===== config.mk =====
export PLATFORM = sky130hd
export DESIGN_NAME = servile_mem_loader
export DESIGN_NICKNAME = d
export VERILOG_FILES = /design/src/rtl/servile_loader_pkg.sv /design/src/rtl/servile_byte_packer.sv /design/src/rtl/servile_mem_loader.sv
export SDC_FILE = /design/constraint.sdc
export NUM_CORES = 1
export LEC_CHECK = 0
export BUFFER_PORTS_ARGS = -buffer_cell sky130_fd_sc_hd__buf_2
export CAP_MARGIN = 5
export CORE_UTILIZATION = 47
export CTS_CLUSTER_DIAMETER = 60
export DETAILED_ROUTE_END_ITERATION = 16
export MAX_ROUTING_LAYER = met4
export PLACE_DENSITY = 0.79
export SYNTH_ARGS = -nofsm -noshare
export SYNTH_HDL_FRONTEND = slang
export SYNTH_SLANG_ARGS = --single-unit
export TNS_END_PERCENT = 20

===== constraint.sdc =====
create_clock -name i_clk -period 2.5 [get_ports i_clk]
set_input_delay 0.25 -clock i_clk [delete_from_list [all_inputs] [get_ports i_clk]]
set_output_delay 0.25 -clock i_clk [all_outputs]
set_load 0.005 [all_outputs]

===== src/rtl/servile_loader_pkg.sv =====
// Shared types and constants for the servile SRAM boot loader.
package servile_loader_pkg;

    typedef enum logic [2:0] {
        S_IDLE,
        S_COLLECT,
        S_WRITE,
        S_READ,
        S_DONE
    } state_e;

    localparam int BYTES_PER_WORD = 4;
    localparam int BCNT_W         = $clog2(BYTES_PER_WORD);

endpackage


===== src/rtl/servile_byte_packer.sv =====
// Assembles four stream bytes into a little-endian 32-bit word; flags the 4th byte.
module servile_byte_packer
    import servile_loader_pkg::*;
(
    input  logic        clk_i,
    input  logic        rst_ni,
    input  logic        clr_i,
    input  logic        push_i,
    input  logic [7:0]  byte_i,
    output logic [31:0] word_o,
    output logic        word_valid_o
);

    logic [BCNT_W-1:0] cnt_q;
    logic [31:0]       word_q;

    assign word_o       = word_q;
    assign word_valid_o = push_i && (cnt_q == BCNT_W'(BYTES_PER_WORD - 1));

    always_ff @(posedge clk_i or negedge rst_ni) begin
        if (!rst_ni) begin
            cnt_q  <= '0;
            word_q <= '0;
        end else if (clr_i) begin
            cnt_q  <= '0;
            word_q <= '0;
        end else if (push_i) begin
            word_q[8*cnt_q +: 8] <= byte_i;
            cnt_q                <= cnt_q + BCNT_W'(1);
        end
    end

endmodule


===== src/rtl/servile_mem_loader.sv =====
// Wishbone loader: packs a byte stream into words written to SRAM from word address 0.
// Define SERVILE_LOADER_VERIFY_EN to read back each word and raise sticky o_err on mismatch.
module servile_mem_loader
    import servile_loader_pkg::*;
#(
    parameter int aw         = 8,
    parameter int load_words = 32
) (
    input  logic          i_clk,
    input  logic          i_rst_n,
    input  logic          i_start,
    input  logic [7:0]    i_byte_data,
    input  logic          i_byte_valid,
    output logic          o_byte_ready,
    output logic [aw-3:0] o_wb_adr,
    output logic [31:0]   o_wb_dat,
    output logic [3:0]    o_wb_sel,
    output logic          o_wb_we,
    output logic          o_wb_stb,
    input  logic [31:0]   i_wb_rdt,
    input  logic          i_wb_ack,
    output logic          o_busy,
    output logic          o_done,
    output logic          o_err,
    output logic          o_cpu_rst
);

    localparam int            WA       = aw - 2;
    localparam logic [WA-1:0] LAST_ADR = WA'(load_words - 1);

    state_e          state_q;
    logic [WA-1:0]   adr_q;  // doubles as the word count
    logic            stb_q, we_q, rdy_q, busy_q, done_q, cpu_rst_q;
    logic            clr, push, word_valid, last;
    logic [31:0]     word;

    assign push = i_byte_valid & rdy_q;
    assign clr  = i_start && (state_q == S_IDLE || state_q == S_DONE);
    assign last = (adr_q == LAST_ADR);

    servile_byte_packer u_packer (
        .clk_i        (i_clk),
        .rst_ni       (i_rst_n),
        .clr_i        (clr),
        .push_i       (push),
        .byte_i       (i_byte_data),
        .word_o       (word),
        .word_valid_o (word_valid)
    );

`ifdef SERVILE_LOADER_VERIFY_EN
    logic err_q;
    assign o_err = err_q;
`else
    logic unused_rdt;
    assign unused_rdt = ^i_wb_rdt;
    assign o_err      = 1'b0;
`endif

    always_ff @(posedge i_clk or negedge i_rst_n) begin
        if (!i_rst_n) begin
            state_q   <= S_IDLE;
            adr_q     <= '0;
            stb_q     <= 1'b0;
            we_q      <= 1'b0;
            rdy_q     <= 1'b0;
            busy_q    <= 1'b0;
            done_q    <= 1'b0;
            cpu_rst_q <= 1'b1;
`ifdef SERVILE_LOADER_VERIFY_EN
            err_q     <= 1'b0;
`endif
        end else begin
            case (state_q)
                S_IDLE, S_DONE: if (i_start) begin
                    state_q   <= S_COLLECT;
                    adr_q     <= '0;
                    rdy_q     <= 1'b1;
                    busy_q    <= 1'b1;
                    done_q    <= 1'b0;
                    cpu_rst_q <= 1'b1;
`ifdef SERVILE_LOADER_VERIFY_EN
                    err_q     <= 1'b0;
`endif
                end
                S_COLLECT: if (word_valid) begin
                    state_q <= S_WRITE;
                    rdy_q   <= 1'b0;
                    stb_q   <= 1'b1;
                    we_q    <= 1'b1;
                end
                S_WRITE: if (i_wb_ack) begin
                    stb_q <= 1'b0;
                    we_q  <= 1'b0;
`ifdef SERVILE_LOADER_VERIFY_EN
                    state_q <= S_READ;
`else
                    if (last) begin
                        state_q   <= S_DONE;
                        done_q    <= 1'b1;
                        busy_q    <= 1'b0;
                        cpu_rst_q <= 1'b0;
                    end else begin
                        state_q <= S_COLLECT;
                        adr_q   <= adr_q + WA'(1);
                        rdy_q   <= 1'b1;
                    end
`endif
                end
`ifdef SERVILE_LOADER_VERIFY_EN
                // One idle cycle separates the write ack from the read strobe.
                S_READ: if (!stb_q) begin
                    stb_q <= 1'b1;
                end else if (i_wb_ack) begin
                    stb_q <= 1'b0;
                    if (i_wb_rdt != word) err_q <= 1'b1;
                    if (last) begin
                        state_q   <= S_DONE;
                        done_q    <= 1'b1;
                        busy_q    <= 1'b0;
                        cpu_rst_q <= 1'b0;
                    end else begin
                        state_q <= S_COLLECT;
                        adr_q   <= adr_q + WA'(1);
                        rdy_q   <= 1'b1;
                    end
                end
`endif
                default: state_q <= S_IDLE;
            endcase
        end
    end

    assign o_byte_ready = rdy_q;
    assign o_wb_adr     = adr_q;
    assign o_wb_dat     = word;
    assign o_wb_sel     = {4{stb_q}};
    assign o_wb_we      = we_q;
    assign o_wb_stb     = stb_q;
    assign o_busy       = busy_q;
    assign o_done       = done_q;
    assign o_cpu_rst    = cpu_rst_q;

endmodule


# ---- After elaboration in Yosys (flattened, before gate mapping)
# Index checks and enable logic that the tools add are counted.
dict set report totals {
  regBits 48
  mem_bits_ro 0
  latchBits 0
  n_memories 0
  output_inout_bits 49
  ram_bits 0
}
dict set report op_classes {
  multipliers 0
  muxes 29
  reduce_logical 14
  n_div 0
  n_lt_le_gt_ge 0
  n_addsub 3
  bitwise 1
  n_shift 2
  n_eq_ne 10
}
# operator n
set op_table {}
lappend op_table {{two-way mux 32 bit} 2}
lappend op_table {{negator 5 -> 34 bit} 1}
lappend op_table {{variable shift 8 x 34 -> 32 bit, first input constant} 1}
lappend op_table {{variable part select 8 x 34 -> 32 bit} 1}
lappend op_table {{bitwise mux 32 bit} 1}
lappend op_table {{two-way mux 6 bit} 3}
lappend op_table {{two-way mux 3 bit} 4}
lappend op_table {{case mux 6 bit (2 select lines)} 1}
lappend op_table {{two-way mux 1 bit} 11}
lappend op_table {{case mux 3 bit (3 select lines)} 1}
lappend op_table {{!= test 2 bit, second input constant} 4}
lappend op_table {{AND reduction 4 bit} 2}
lappend op_table {{adder 6 x 1 -> 6 bit, second input constant} 1}
lappend op_table {{equality test 6 x 5 -> 1 bit, second input constant} 1}
lappend op_table {{case mux 1 bit (2 select lines)} 3}
lappend op_table {{AND reduction 3 bit} 2}
lappend op_table {{nonzero test 2 bit} 3}
lappend op_table {{AND reduction 5 bit} 1}
lappend op_table {{two-way mux 2 bit} 2}
lappend op_table {{equality test 3 x 1 -> 1 bit, second input constant} 1}
lappend op_table {{equality test 3 x 2 -> 1 bit, second input constant} 1}
lappend op_table {{equality test 3 bit, second input constant} 1}
lappend op_table {{zero test 3 bit} 1}
lappend op_table {{case mux 1 bit (3 select lines)} 1}
lappend op_table {{other kinds (8)} 9}

# ---- Depth between registers and ports, before layout
dict set report logic_depth {
  word_depth 5
  ltp_mapped 6
  depth_no_buf 6
}

# ---- By module
# A second synthesis with hierarchy kept.
dict set report hier_totals {
  cells_unflattened 202
  area_unflattened_um2 2323.5
}
# mod instances area_each_um2 seq_area_each_um2 cells_each
set by_module_without_submodules {}
lappend by_module_without_submodules {servile_byte_packer 1 1574.0 850.8 124}
lappend by_module_without_submodules {servile_mem_loader 1 749.5 351.6 78}

# ---- Least setup slack after synthesis
# Ideal clock, no wire load.
dict set report synth_path {
  path_kind {flip-flop to flip-flop}
  start {register u_packer.cnt_q[0]}
  end {register u_packer.word_q[10] (netlist: u_packer.word_o[10])}
  setup_slack_ps 736
  path_buffers 0
  arrival_ps 1696
  path_stages_with_launch 6
  period_less_slack_ps 1764
  path_cell_list {dfrtp_1 -> inv_1 -> ha_1 -> nand3_1 -> nor3_2 -> a22o_1}
}
dict set report synth_via {
  elab_chain_len 5
  elab_cells_between_ends 6
  cone_classes {1 x add/sub; 2 x shift; 3 x mux}
}
# item line
set synth_lines {}
lappend synth_lines {{start, declared} servile_byte_packer.sv:14} ;# logic [BCNT_W-1:0] cnt_q;
lappend synth_lines {{start signal, assigned} servile_byte_packer.sv:29} ;# cnt_q <= cnt_q + BCNT_W'(1);
lappend synth_lines {{negator 5 -> 34 bit *} servile_byte_packer.sv:28} ;# word_q[8*cnt_q +: 8] <= byte_i;
lappend synth_lines {{variable part select 8 x 34 -> 32 bit / variable shift 8 x 34 -> 32 bit (equally long branches)} servile_byte_packer.sv:28}
lappend synth_lines {{bitwise mux 32 bit *} servile_byte_packer.sv:28}
lappend synth_lines {{two-way mux 32 bit *} servile_byte_packer.sv:27} ;# end else if (push_i) begin
lappend synth_lines {{two-way mux 32 bit *} servile_byte_packer.sv:24} ;# end else if (clr_i) begin
lappend synth_lines {{end signal, assigned by index} servile_byte_packer.sv:28}
lappend synth_lines {{end, declared} servile_byte_packer.sv:15} ;# logic [31:0] word_q;
# Every way passes the cells marked *; elsewhere a longest branch is shown, timed or not. The select of a mux whose other input is x is not followed.
# A chain may end at the register's enable or synchronous reset.

# ---- Worst setup path after layout
dict set report layout_path {
  start {register u_packer.cnt_q[0]}
  end {register u_packer.word_q[24] (netlist: u_packer.word_o[24])}
}
# Same word-level chain as after synthesis.

==> results.yml <==
yosys:
  synth.most_common_cell: "dfrtp_1"
  netlist_area_um2: 2190
  ys_ff_latch: 48
  yosys.area.top_type_share_pct: 53.7
  synthTopCellsByCount: "dfrtp_1, a22o_1, nor2_1"
  async_reset_ff_share_pct: 100
  syn-num-nets: 234
  synth_edf_count: 0
  synth_warnings: 0
  synth.avg_cell_area_um2: 12.0
  syn_inst: 183
  synth_cell_types: 40
  synth.area.top_cells: "dfrtp_1, a22o_1, ha_1"
  synth_top_area_cell: "dfrtp_1"
  ys_seq_area_share_pct: 54.9
  ys.flop_type: "dfrtp_1"
drt:
  viasPerCell: 5.63
  drt_iter0_drc: 171
  vias: 1644
  routedWlPerCell_um: 15.9
  drc: 0
  drtPass1Iterations: 4
  ant_nets: 0
  drt-total-wl_mm: 4.65
clocking:
  cts_tree: "done"
  cts_max_path_buffers: 2
  cts_buffers: 5
  hold_buffers: 0
  clk_pin_slew_ns: 0.09
  insertion_delay_ns: 0.31
  cts_setup_buffers: 0
  htree_levels: 2
  cts_resized: 0
  clock_sinks: 48
  cts_root_buf: "clkbuf_8"
floorplan:
  core_area_um2: 4410
  start_util_pct: 49.6
  dieArea_um2: 4930
  die_h_um: 70.2
  dieWidth_um: 70.2
  pin_count: 94
  fp-row-count: 24
cells_and_area:
  layout-drive-gt1-share_pct: 34.2
  antenna_cells: 0
  layout.nets: 290
  final_util_pct: 58.4
  area_growth_pct: 17.9
critical_path:
  arrival_ns: 2.28
  crit_path_cell_trace: "inv_1 > ha_1 > nor2_1 > nor4b_4 > a22o_1"
  end_kind: "flop"
  rrSetupSlack_ns: 0.46
  cp_top_family: "simple AND/OR/NAND/NOR gates"
  start_kind: "flop"
  crit_path_max_fanout: 8
  path_buf_inv: 1
  slowest_stage: "dfrtp_1"
  r2r_start: "u_packer.cnt_q[0]"
  required_ns: 2.74
  critPathKind: "flop to flop"
  r2r_cells: 5
  timing.rr.end: "u_packer.word_o[24]"
  critical_path.max_stage_delay_ns: 0.52
global_routing:
  grt_max_degree: 49
  overflow: 0
  grt_pass1_vias: 1609
  grt_use_total_pct: 20.9
  antenna_found_initial: 0
  grt_pass1_wl_mm: 7.79
sta:
  timing_hold_violations_final: 0
  timing.final.ws_setup_ns: 0.456
  max_freq_mhz: 489
  worst_pin_slew_ns: 0.839
  relSlewSlack_pct: 43.8
  finalSetupViolations: 0
  fin_hold_ws_ns: 0.0319
  clock-skew-final_ns: 0.00923
  setup_tns_ns: 0
  finalCriticalPeriod_ns: 2.04
  fin_crit_sh_pct: 81.8
  maxSlewViolCount: 0
  rsz0062_at_grt: "false"
hold_path:
  hold_class: "primary input to async pin"
placement:
  port_buffers: 60
  pre_cts_ws_ns: 0.456
  dp_hpwl_mm: 3.21
  gp_congestion: 0.806
flow_run:
  drv_cap: 0
power:
  ir_drop_uv: 301
  cellLeakagePower_uw: 0.00132
  power_density_nw_per_um2: 957
outcome:
  status: "finished, final reports clean"
[worst max-delay path by stage]
stage / from / end / slack [ns] / cells past startpoint
after floorplan: u_packer.cnt_q[0] / u_packer.word_o[10] / 0.74 / 5
after global routing: u_packer.cnt_q[0] / u_packer.word_o[31] / 0.26 / 5
after CTS: u_packer.cnt_q[0] / u_packer.word_o[25] / 0.42 / 5
after detailed placement: u_packer.cnt_q[0] / u_packer.word_o[25] / 0.46 / 5
after global placement: u_packer.cnt_q[0] / u_packer.word_o[24] / 0.52 / 5
final: u_packer.cnt_q[0] / u_packer.word_o[24] / 0.46 / 5
[routing by layer]
layer  GRT usage, %  vias to the layer above  wire, um
met4           10.0                        0        74
met2           30.7                       47      2230
li1               -                      785         -
met1           28.1                      807      2100
met3           3.61                        5       241
met5              -                        -         0
[stage by stage]
step,area (um^2),instances,total power (uW)
final,2580,292,2470
after global routing,2580,292,2620
after CTS,2580,292,2490
after detailed placement,2480,284,2010
after global placement,2480,284,1970
after floorplan,2190,183,1710
[layout make-up]
cell class / instances / area (um^2)
Tap cell: 52 / 65.1
Inverter: 7 / 26.3
Clock inverter: 2 / 15.0
Clock buffer: 6 / 82.6
Fill cell: 380 / 1830
Timing Repair Buffer: 63 / 323
Multi-Input combinational cell: 114 / 866
Sequential cell: 48 / 1200
[cell usage in the layout, fill, tap and decap left out, drive strengths merged, types with 7 or more instances in the layout]
master   n
a22o    24
a22oi    8
buf     63
dfrtp   47
inv      7
nand2    7
nand3   11
nor2    16
o21ai    7
[power by group]
part	leakage [uW]	internal, uW	switching, uW
logic	0.000637	400	422
clock network	0.0000434	224	266
registers	0.000642	987	169
[cells by family (layout without fill, tap and decap cells)]
family | Yosys count | in the layout | share of synthesized area [%]
AOI/OAI and AO/OA | 57 | 57 | 20.1
DFF | 48 | 48 | 54.9
and+or+nand+nor | 48 | 48 | 15.0
buffers and inverters | 21 | 78 | 5.49
adders and majority gates | 6 | 6 | 3.43
other | 1 | 1 | 0.171
xor gates and xnor gates | 1 | 1 | 0.400
muxes | 1 | 1 | 0.457
[sequential cells by signal, summed over array words and instances (netlist names), 2 cells and up]
name / count
u_packer.cnt_q: 2
state_q: 3
o_wb_adr: 6
u_packer.word_o: 32
(Power assumes the default switching activity.)
